## src/rtl/cache_assoc_wb_if.sv

```systemverilog
// Processor load/store port and backing-memory port of the set-associative write-back cache.
// The master modport is the environment side; the slave modport is the cache itself.
interface cache_assoc_wb_if #(
  parameter int unsigned ADDR_W = 4,
  parameter int unsigned DATA_W = 8
);
  logic              req_valid;
  logic              req_ready;
  logic              req_we;
  logic [ADDR_W-1:0] req_addr;
  logic [DATA_W-1:0] req_wdata;
  logic              resp_valid;
  logic              resp_hit;
  logic [DATA_W-1:0] resp_rdata;
  logic              mem_req;
  logic              mem_we;
  logic [ADDR_W-1:0] mem_addr;
  logic [DATA_W-1:0] mem_wdata;
  logic              mem_ack;
  logic [DATA_W-1:0] mem_rdata;

  modport master (
    output req_valid, req_we, req_addr, req_wdata, mem_ack, mem_rdata,
    input  req_ready, resp_valid, resp_hit, resp_rdata, mem_req, mem_we, mem_addr, mem_wdata
  );

  modport slave (
    input  req_valid, req_we, req_addr, req_wdata, mem_ack, mem_rdata,
    output req_ready, resp_valid, resp_hit, resp_rdata, mem_req, mem_we, mem_addr, mem_wdata
  );
endinterface

```

## src/rtl/cache_assoc_wb.sv

```systemverilog
// N-way set-associative write-back cache, one word per line, age-based LRU,
// dirty-victim write-back, read-miss fill over req/ack, saturating hit/miss counters.
module cache_assoc_wb #(
  parameter int unsigned ADDR_W   = 4,
  parameter int unsigned DATA_W   = 8,
  parameter int unsigned SET_BITS = 2,
  parameter int unsigned WAYS     = 2,
  parameter int unsigned CNT_W    = 16
) (
  input  logic             clock,
  input  logic             reset,
  cache_assoc_wb_if.slave  bus,
  output logic [CNT_W-1:0] o_hit_cnt,
  output logic [CNT_W-1:0] o_miss_cnt
);
  localparam int unsigned SETS  = 1 << SET_BITS;
  localparam int unsigned TAG_W = ADDR_W - SET_BITS;
  localparam int unsigned WAY_W = $clog2(WAYS);

  typedef logic [WAY_W-1:0] way_t;
  typedef logic [WAYS-1:0][WAY_W-1:0] ages_t;
  typedef enum logic [2:0] {StIdle, StLookup, StWriteback, StFill, StResp} state_e;

  state_e              r_state, w_state_nxt;
  logic [WAYS-1:0]     r_valid [SETS];
  logic [WAYS-1:0]     r_dirty [SETS];
  ages_t               r_age   [SETS];
  logic [TAG_W-1:0]    r_tag   [SETS][WAYS];
  logic [DATA_W-1:0]   r_data  [SETS][WAYS];
  logic                r_we, r_hit, r_mem_req, r_mem_we;
  logic [ADDR_W-1:0]   r_addr, r_mem_addr;
  logic [DATA_W-1:0]   r_wdata, r_rdata, r_mem_wdata;
  way_t                r_victim;
  logic [CNT_W-1:0]    r_hit_cnt, r_miss_cnt;

  logic [SET_BITS-1:0] w_set;
  logic [TAG_W-1:0]    w_tag;
  logic                w_hit, w_inv_found, w_vic_dirty, w_ack;
  way_t                w_hit_way, w_victim;
  logic                w_wr_en, w_wr_dirty, w_clr_dirty, w_touch_en;
  way_t                w_wr_way, w_touch_way;
  logic [DATA_W-1:0]   w_wr_data;

  // Touched way becomes age 0; every way younger than it ages by one.
  function automatic ages_t lru_touch(ages_t ages, way_t k);
    ages_t res;
    res = ages;
    for (int w = 0; w < WAYS; w++) begin
      if (way_t'(w) == k)        res[w] = '0;
      else if (ages[w] < ages[k]) res[w] = ages[w] + 1'b1;
    end
    return res;
  endfunction

  assign w_set = r_addr[SET_BITS-1:0];
  assign w_tag = r_addr[ADDR_W-1:SET_BITS];
  assign w_ack = r_mem_req & bus.mem_ack;

  always_comb begin
    w_hit       = 1'b0;
    w_hit_way   = '0;
    w_victim    = '0;
    w_inv_found = 1'b0;
    for (int w = 0; w < WAYS; w++) begin
      if (r_valid[w_set][w] && (r_tag[w_set][w] == w_tag)) begin
        w_hit     = 1'b1;
        w_hit_way = way_t'(w);
      end
    end
    for (int w = 0; w < WAYS; w++) begin
      if (!w_inv_found && !r_valid[w_set][w]) begin
        w_victim    = way_t'(w);
        w_inv_found = 1'b1;
      end
    end
    if (!w_inv_found) begin
      for (int w = 0; w < WAYS; w++) begin
        if (r_age[w_set][w] == way_t'(WAYS - 1)) w_victim = way_t'(w);
      end
    end
  end

  assign w_vic_dirty = r_valid[w_set][w_victim] & r_dirty[w_set][w_victim];

  always_comb begin
    w_state_nxt = r_state;
    w_wr_en     = 1'b0;
    w_wr_way    = w_victim;
    w_wr_data   = r_wdata;
    w_wr_dirty  = 1'b1;
    w_clr_dirty = 1'b0;
    w_touch_en  = 1'b0;
    w_touch_way = w_victim;
    unique case (r_state)
      StIdle: if (bus.req_valid) w_state_nxt = StLookup;
      StLookup: begin
        if (w_hit) begin
          w_touch_en  = 1'b1;
          w_touch_way = w_hit_way;
          w_wr_en     = r_we;
          w_wr_way    = w_hit_way;
          w_state_nxt = StResp;
        end else if (w_vic_dirty) begin
          w_state_nxt = StWriteback;
        end else if (r_we) begin
          w_wr_en     = 1'b1;
          w_touch_en  = 1'b1;
          w_state_nxt = StResp;
        end else begin
          w_state_nxt = StFill;
        end
      end
      StWriteback: if (w_ack) begin
        w_wr_way    = r_victim;
        w_touch_way = r_victim;
        if (r_we) begin
          w_wr_en     = 1'b1;
          w_touch_en  = 1'b1;
          w_state_nxt = StResp;
        end else begin
          w_clr_dirty = 1'b1;
          w_state_nxt = StFill;
        end
      end
      StFill: if (w_ack) begin
        w_wr_en     = 1'b1;
        w_wr_way    = r_victim;
        w_wr_data   = bus.mem_rdata;
        w_wr_dirty  = 1'b0;
        w_touch_en  = 1'b1;
        w_touch_way = r_victim;
        w_state_nxt = StResp;
      end
      StResp:  w_state_nxt = StIdle;
      default: w_state_nxt = StIdle;
    endcase
  end

  always_ff @(posedge clock or posedge reset) begin
    if (reset) r_state <= StIdle;
    else       r_state <= w_state_nxt;
  end

  always_ff @(posedge clock or posedge reset) begin
    if (reset) begin
      for (int s = 0; s < SETS; s++) begin
        r_valid[s] <= '0;
        r_dirty[s] <= '0;
        for (int w = 0; w < WAYS; w++) r_age[s][w] <= way_t'(w);
      end
    end else begin
      if (w_clr_dirty) r_dirty[w_set][r_victim] <= 1'b0;
      if (w_wr_en) begin
        r_valid[w_set][w_wr_way] <= 1'b1;
        r_dirty[w_set][w_wr_way] <= w_wr_dirty;
      end
      if (w_touch_en) r_age[w_set] <= lru_touch(r_age[w_set], w_touch_way);
    end
  end

  always_ff @(posedge clock) begin
    if (w_wr_en) begin
      r_tag[w_set][w_wr_way]  <= w_tag;
      r_data[w_set][w_wr_way] <= w_wr_data;
    end
  end

  always_ff @(posedge clock or posedge reset) begin
    if (reset) begin
      r_we <= 1'b0;  r_addr <= '0;  r_wdata <= '0;  r_victim <= '0;
      r_hit <= 1'b0; r_rdata <= '0;
      r_mem_req <= 1'b0; r_mem_we <= 1'b0; r_mem_addr <= '0; r_mem_wdata <= '0;
      r_hit_cnt <= '0;   r_miss_cnt <= '0;
    end else begin
      unique case (r_state)
        StIdle: if (bus.req_valid) begin
          r_we    <= bus.req_we;
          r_addr  <= bus.req_addr;
          r_wdata <= bus.req_wdata;
        end
        StLookup: begin
          r_hit    <= w_hit;
          r_victim <= w_victim;
          if (w_hit) begin
            r_rdata <= r_we ? r_wdata : r_data[w_set][w_hit_way];
            if (r_hit_cnt != {CNT_W{1'b1}}) r_hit_cnt <= r_hit_cnt + 1'b1;
          end else begin
            if (r_miss_cnt != {CNT_W{1'b1}}) r_miss_cnt <= r_miss_cnt + 1'b1;
            if (w_vic_dirty) begin
              r_mem_req   <= 1'b1;
              r_mem_we    <= 1'b1;
              r_mem_addr  <= {r_tag[w_set][w_victim], w_set};
              r_mem_wdata <= r_data[w_set][w_victim];
            end else if (r_we) begin
              r_rdata <= r_wdata;
            end else begin
              r_mem_req  <= 1'b1;
              r_mem_we   <= 1'b0;
              r_mem_addr <= r_addr;
            end
          end
        end
        // Fill request is staged here but only raised next cycle, leaving a gap in mem_req.
        StWriteback: if (w_ack) begin
          r_mem_req <= 1'b0;
          if (r_we) begin
            r_rdata <= r_wdata;
          end else begin
            r_mem_we   <= 1'b0;
            r_mem_addr <= r_addr;
          end
        end
        StFill: begin
          if (!r_mem_req) begin
            r_mem_req <= 1'b1;
          end else if (bus.mem_ack) begin
            r_mem_req <= 1'b0;
            r_rdata   <= bus.mem_rdata;
          end
        end
        default: ;
      endcase
    end
  end

  assign bus.req_ready  = (r_state == StIdle);
  assign bus.resp_valid = (r_state == StResp);
  assign bus.resp_hit   = r_hit & (r_state == StResp);
  assign bus.resp_rdata = r_rdata;
  assign bus.mem_req    = r_mem_req;
  assign bus.mem_we     = r_mem_we;
  assign bus.mem_addr   = r_mem_addr;
  assign bus.mem_wdata  = r_mem_wdata;
  assign o_hit_cnt      = r_hit_cnt;
  assign o_miss_cnt     = r_miss_cnt;
endmodule
```

## src/flat_wrapper.sv

```systemverilog
// flat-port wrapper written by rule: the top's interface ports become plain ports
module cache_assoc_wb_flat 
#(
  parameter int unsigned ADDR_W   = 4,
  parameter int unsigned DATA_W   = 8,
  parameter int unsigned SET_BITS = 2,
  parameter int unsigned WAYS     = 2,
  parameter int unsigned CNT_W    = 16
)
  (clock, reset, o_hit_cnt, o_miss_cnt, bus_req_valid, bus_req_we, bus_req_addr, bus_req_wdata, bus_mem_ack, bus_mem_rdata, bus_req_ready, bus_resp_valid, bus_resp_hit, bus_resp_rdata, bus_mem_req, bus_mem_we, bus_mem_addr, bus_mem_wdata);
  cache_assoc_wb_if #(.ADDR_W(ADDR_W), .DATA_W(DATA_W)) bus_i ();
  input  logic clock;
  input  logic reset;
  output logic [CNT_W-1:0] o_hit_cnt;
  output logic [CNT_W-1:0] o_miss_cnt;
  input wire logic [$bits(bus_i.req_valid)-1:0] bus_req_valid;
  input wire logic [$bits(bus_i.req_we)-1:0] bus_req_we;
  input wire logic [$bits(bus_i.req_addr)-1:0] bus_req_addr;
  input wire logic [$bits(bus_i.req_wdata)-1:0] bus_req_wdata;
  input wire logic [$bits(bus_i.mem_ack)-1:0] bus_mem_ack;
  input wire logic [$bits(bus_i.mem_rdata)-1:0] bus_mem_rdata;
  output wire logic [$bits(bus_i.req_ready)-1:0] bus_req_ready;
  output wire logic [$bits(bus_i.resp_valid)-1:0] bus_resp_valid;
  output wire logic [$bits(bus_i.resp_hit)-1:0] bus_resp_hit;
  output wire logic [$bits(bus_i.resp_rdata)-1:0] bus_resp_rdata;
  output wire logic [$bits(bus_i.mem_req)-1:0] bus_mem_req;
  output wire logic [$bits(bus_i.mem_we)-1:0] bus_mem_we;
  output wire logic [$bits(bus_i.mem_addr)-1:0] bus_mem_addr;
  output wire logic [$bits(bus_i.mem_wdata)-1:0] bus_mem_wdata;
  assign bus_i.req_valid = bus_req_valid;
  assign bus_i.req_we = bus_req_we;
  assign bus_i.req_addr = bus_req_addr;
  assign bus_i.req_wdata = bus_req_wdata;
  assign bus_i.mem_ack = bus_mem_ack;
  assign bus_i.mem_rdata = bus_mem_rdata;
  assign bus_req_ready = bus_i.req_ready;
  assign bus_resp_valid = bus_i.resp_valid;
  assign bus_resp_hit = bus_i.resp_hit;
  assign bus_resp_rdata = bus_i.resp_rdata;
  assign bus_mem_req = bus_i.mem_req;
  assign bus_mem_we = bus_i.mem_we;
  assign bus_mem_addr = bus_i.mem_addr;
  assign bus_mem_wdata = bus_i.mem_wdata;
  cache_assoc_wb #(.ADDR_W(ADDR_W), .DATA_W(DATA_W), .SET_BITS(SET_BITS), .WAYS(WAYS), .CNT_W(CNT_W)) u_core (.clock(clock), .reset(reset), .bus(bus_i), .o_hit_cnt(o_hit_cnt), .o_miss_cnt(o_miss_cnt));
endmodule
```

## config.mk

```make
export PLATFORM = sky130hd
export DESIGN_NAME = cache_assoc_wb_flat
export DESIGN_NICKNAME = d
export VERILOG_FILES = /design/src/rtl/cache_assoc_wb_if.sv /design/src/rtl/cache_assoc_wb.sv /design/src/flat_wrapper.sv
export SDC_FILE = /design/constraint.sdc
export NUM_CORES = 1
export LEC_CHECK = 0
export BUFFER_PORTS_ARGS = -buffer_cell sky130_fd_sc_hd__buf_2
export CORE_UTILIZATION = 50
export DETAILED_ROUTE_END_ITERATION = 8
export PLACE_DENSITY = 0.76
export SLEW_MARGIN = 20
export SYNTH_ARGS = -nofsm -noshare
export SYNTH_HDL_FRONTEND = slang
export SYNTH_SLANG_ARGS = --single-unit
```

## constraint.sdc

```tcl
create_clock -name clock -period 8.4 [get_ports clock]
set_input_delay 2.1 -clock clock [delete_from_list [all_inputs] [get_ports clock]]
set_output_delay 2.1 -clock clock [all_outputs]
set_load 0.1 [all_outputs]
```

==> impl_metrics.py <==
metrics = {
    "synth": {
        "synth_cell_types": 65,
        "synth_top_family_by_area": "multiplexers",
        "async_flop_share": 0.5455,
        "synth_xor_area_frac": 0.03920,
        "avgSynthCellArea_um2": 13.80,
        "syn-num-nets": 619,
        "synthTopCellsByArea": "edfxtp_1 29%, dfrtp_1 28%, mux4_2 6.6%",
        "synthCells": 592,
        "synth_compound_area_frac": 0.08253,
        "synth-seq-cells": 176,
        "syn-cell-area_um2": 8172,
        "synthFlopType": "dfrtp_1",
        "yosysTopAreaCellShare": 0.2940,
        "synth-simple-area-share": 0.09891,
        "synth_edf_count": 80,
        "muxShareOfSynthArea": 0.1634,
        "synth-warning-count": 0,
        "synth_largest_area_cell": "edfxtp_1",
        "yosysSeqAreaShare": 0.5886,
        "synthAdderAreaFrac": 0.003062,
    },
    "route": {
        "wl_per_cell_um": 20.14,
        "first_pass_iters": 4,
        "drc_errors": 0,
        "vias": 5272,
        "vias_per_cell": 5.897,
        "ant_nets": 0,
        "drt_iter0_markers": 450,
        "routed_wl_mm": 18.00,
    },
    "grt": {
        "grt_max_degree": 53,
        "antenna_found_initial": 0,
        "grt_pass1_vias": 5246,
        "grt-ovfl-total": 0,
        "grt_use_total": 0.2219,
        "grt_pass1_wl_mm": 28.03,
    },
    "worst_hold_path": {
        "min_path_cells": 1,
        "hp-class": "reg -> reg",
        "hp-start": "u_core.r_valid[4]",
        "min_to": "u_core.r_valid[4]",
    },
    "timing": {
        "setup_viol": 0,
        "rsz0062_at_grt": "false",
        "slew_headroom": 0.3910,
        "fin_setup_tns_ns": 0,
        "drv_slew": 0,
        "fin_crit_sh": 0.4927,
        "tightestPinTransition_ns": 0.9135,
        "hold_viol_final": 0,
        "final.min_clock_period_ns": 4.139,
        "skew_ns": 0.01005,
        "fmax_mhz": 241.6,
    },
    "critical_path": {
        "r2r_cells": 7,
        "crit_chain": "buf_4, mux4_1, xnor2_1, nand3_2, a31oi_2, o21ai_1, nor3_2",
        "start_kind": "flop",
        "crit_slowest_cell": "dfrtp_1",
        "reg2reg_to": "u_core.r_data[1][2]",
        "rr_startpoint": "u_core.r_addr[1]",
        "crit_required_ns": 8.45,
        "cp-end-kind": "flop",
        "r2r_slack_ns": 4.26,
        "max_stage_delay_ns": 0.80,
        "cp.arrival_ns": 4.19,
        "worstPathMaxFanout": 21,
        "worstSetupPathType": "reg -> reg",
    },
    "run_status": {
        "outcome": "complete, no violations",
    },
    "clock_network": {
        "ctsRootBufferMaster": "clkbuf_16",
        "cts_made_buffers": 17,
        "path_clk_slew_ns": 0.06,
        "clock_path_buffers": 2,
        "cts_hold_buf": 0,
        "postCtsSetupBuffers": 0,
        "cts_resized": 0,
        "clk_latency_ns": 0.43,
        "cts.sinks": 176,
        "h-tree-depth": 4,
        "cts_tree": "built",
    },
    "place": {
        "hpwlAfterDp_mm": 12.76,
        "io_buffers": 81,
        "gp_congestion": 0.8723,
    },
    "final_layout": {
        "nNetsFinal": 692,
        "layout-drive-gt1-share": 0.3142,
        "diodes": 0,
        "layout_commonest_cell": "dfrtp_1",
        "mostFrequentLayoutCells": "91 x dfrtp_1, 81 x buf_2, 80 x edfxtp_1, 35 x nand2_1, 33 x o21ai_0",
        "area_growth_pct": 13.87,
    },
    "job": {
        "drv_cap": 0,
    },
    "floorplan": {
        "ios": 82,
        "design.core.area_um2": 15940,
        "dieArea_um2": 16860,
        "row_count": 46,
        "initial_utilization": 0.5126,
        "die_x_um": 129.8,
        "die_h_um": 129.8,
    },
}
[worst max-delay path by stage]
| stage | from | to | slack (ns) | cells past startpoint |
|---|---|---|---|---|
| floorplan | u_core.r_state[1] | bus_req_ready | 3.58 | 2 |
| finish | u_core.r_addr[1] | u_core.r_data[1][2] | 4.26 | 7 |
| CTS | u_core.r_addr[0] | u_core.r_data[2][4] | 3.67 | 6 |
| global placement | bus_mem_ack | u_core.r_data[2][10] | 3.99 | 7 |
| global route | u_core.r_addr[1] | u_core.r_tag[2][2] | 3.98 | 7 |
| detailed placement | u_core.r_addr[0] | u_core.r_data[1][1] | 3.70 | 6 |
[state kept, by name (all words and copies together) (netlist names), 3 cells and up]
register	flops
u_core.r_data	64
u_core.bus.mem_addr	4
u_core.r_tag	16
u_core.o_miss_cnt	16
u_core.r_valid	8
u_core.r_age	8
u_core.o_hit_cnt	16
u_core.r_state	3
u_core.r_dirty	8
u_core.bus.resp_rdata	8
u_core.r_wdata	8
u_core.bus.mem_wdata	8
u_core.r_addr	4
[cell usage after synthesis, types with 8 or more instances]
| master | count |
|---|---|
| inv_1 | 13 |
| o21ai_0 | 33 |
| nand2_1 | 35 |
| mux2_2 | 32 |
| xnor2_1 | 28 |
| nand4_1 | 11 |
| edfxtp_1 | 80 |
| mux4_2 | 24 |
| and3_1 | 10 |
| a21oi_1 | 11 |
| clkbuf_1 | 16 |
| mux2_4 | 8 |
| nand3_1 | 25 |
| nor2_1 | 23 |
| dfrtp_1 | 92 |
| o2bb2ai_1 | 8 |
| nor3_1 | 9 |
| mux2i_1 | 25 |
[stage by stage]
stage / worst slack [ns] / hold WS [ns] / area (um2) / instances / util
after global placement: 3.990 / 0.4442 / 8730 / 862 / 0.5476
final: 4.261 / 0.4726 / 9305 / 894 / 0.5837
after detailed placement: 3.697 / 0.4522 / 8735 / 862 / 0.5479
after global routing: 3.983 / 0.4829 / 9305 / 894 / 0.5837
after CTS: 3.668 / 0.4657 / 9288 / 894 / 0.5826
after floorplan: 3.585 / 0.4286 / 8172 / 592 / -
[layout make-up]
type	instances	area, um2
flip-flops and latches	176	4813
fillers	1219	6638
well taps	216	270.3
repair buffers	85	435.4
clock inverters	7	52.55
clock buffers	25	500.5
multi-input cells	372	3183
inverters	13	50.05
[worst max-delay path, delay by kind of cell, from the launching register on]
family	cells	cell delay, ns
xor gates and xnor gates	1	0.30
AOI/OAI and AO/OA	2	0.70
and+or+nand+nor	2	1.15
buffers and inverters	1	0.41
muxes	1	0.39
DFF	1	0.80
[layer usage]
layer	wire, um	part of all wire	vias up	global-route usage
met4	520	0.029	0	0.1060
met5	0	0	-	0
li1	-	-	2383	-
met1	7873	0.44	2612	0.2979
met3	1130	0.063	46	0.04879
met2	8477	0.47	231	0.3454
[cell families after synthesis]
family,count (synthesis)
AND/OR/NAND/NOR,148
adder cells (fa/ha/maj),2
AO/OA/AOI/OAI,96
buffers and inverters,44
XOR/XNOR,34
flip-flops,176
multiplexers,92
Power is not shown: default switching activity piles up to over one toggle a cycle in this logic, so the estimate is an artifact.
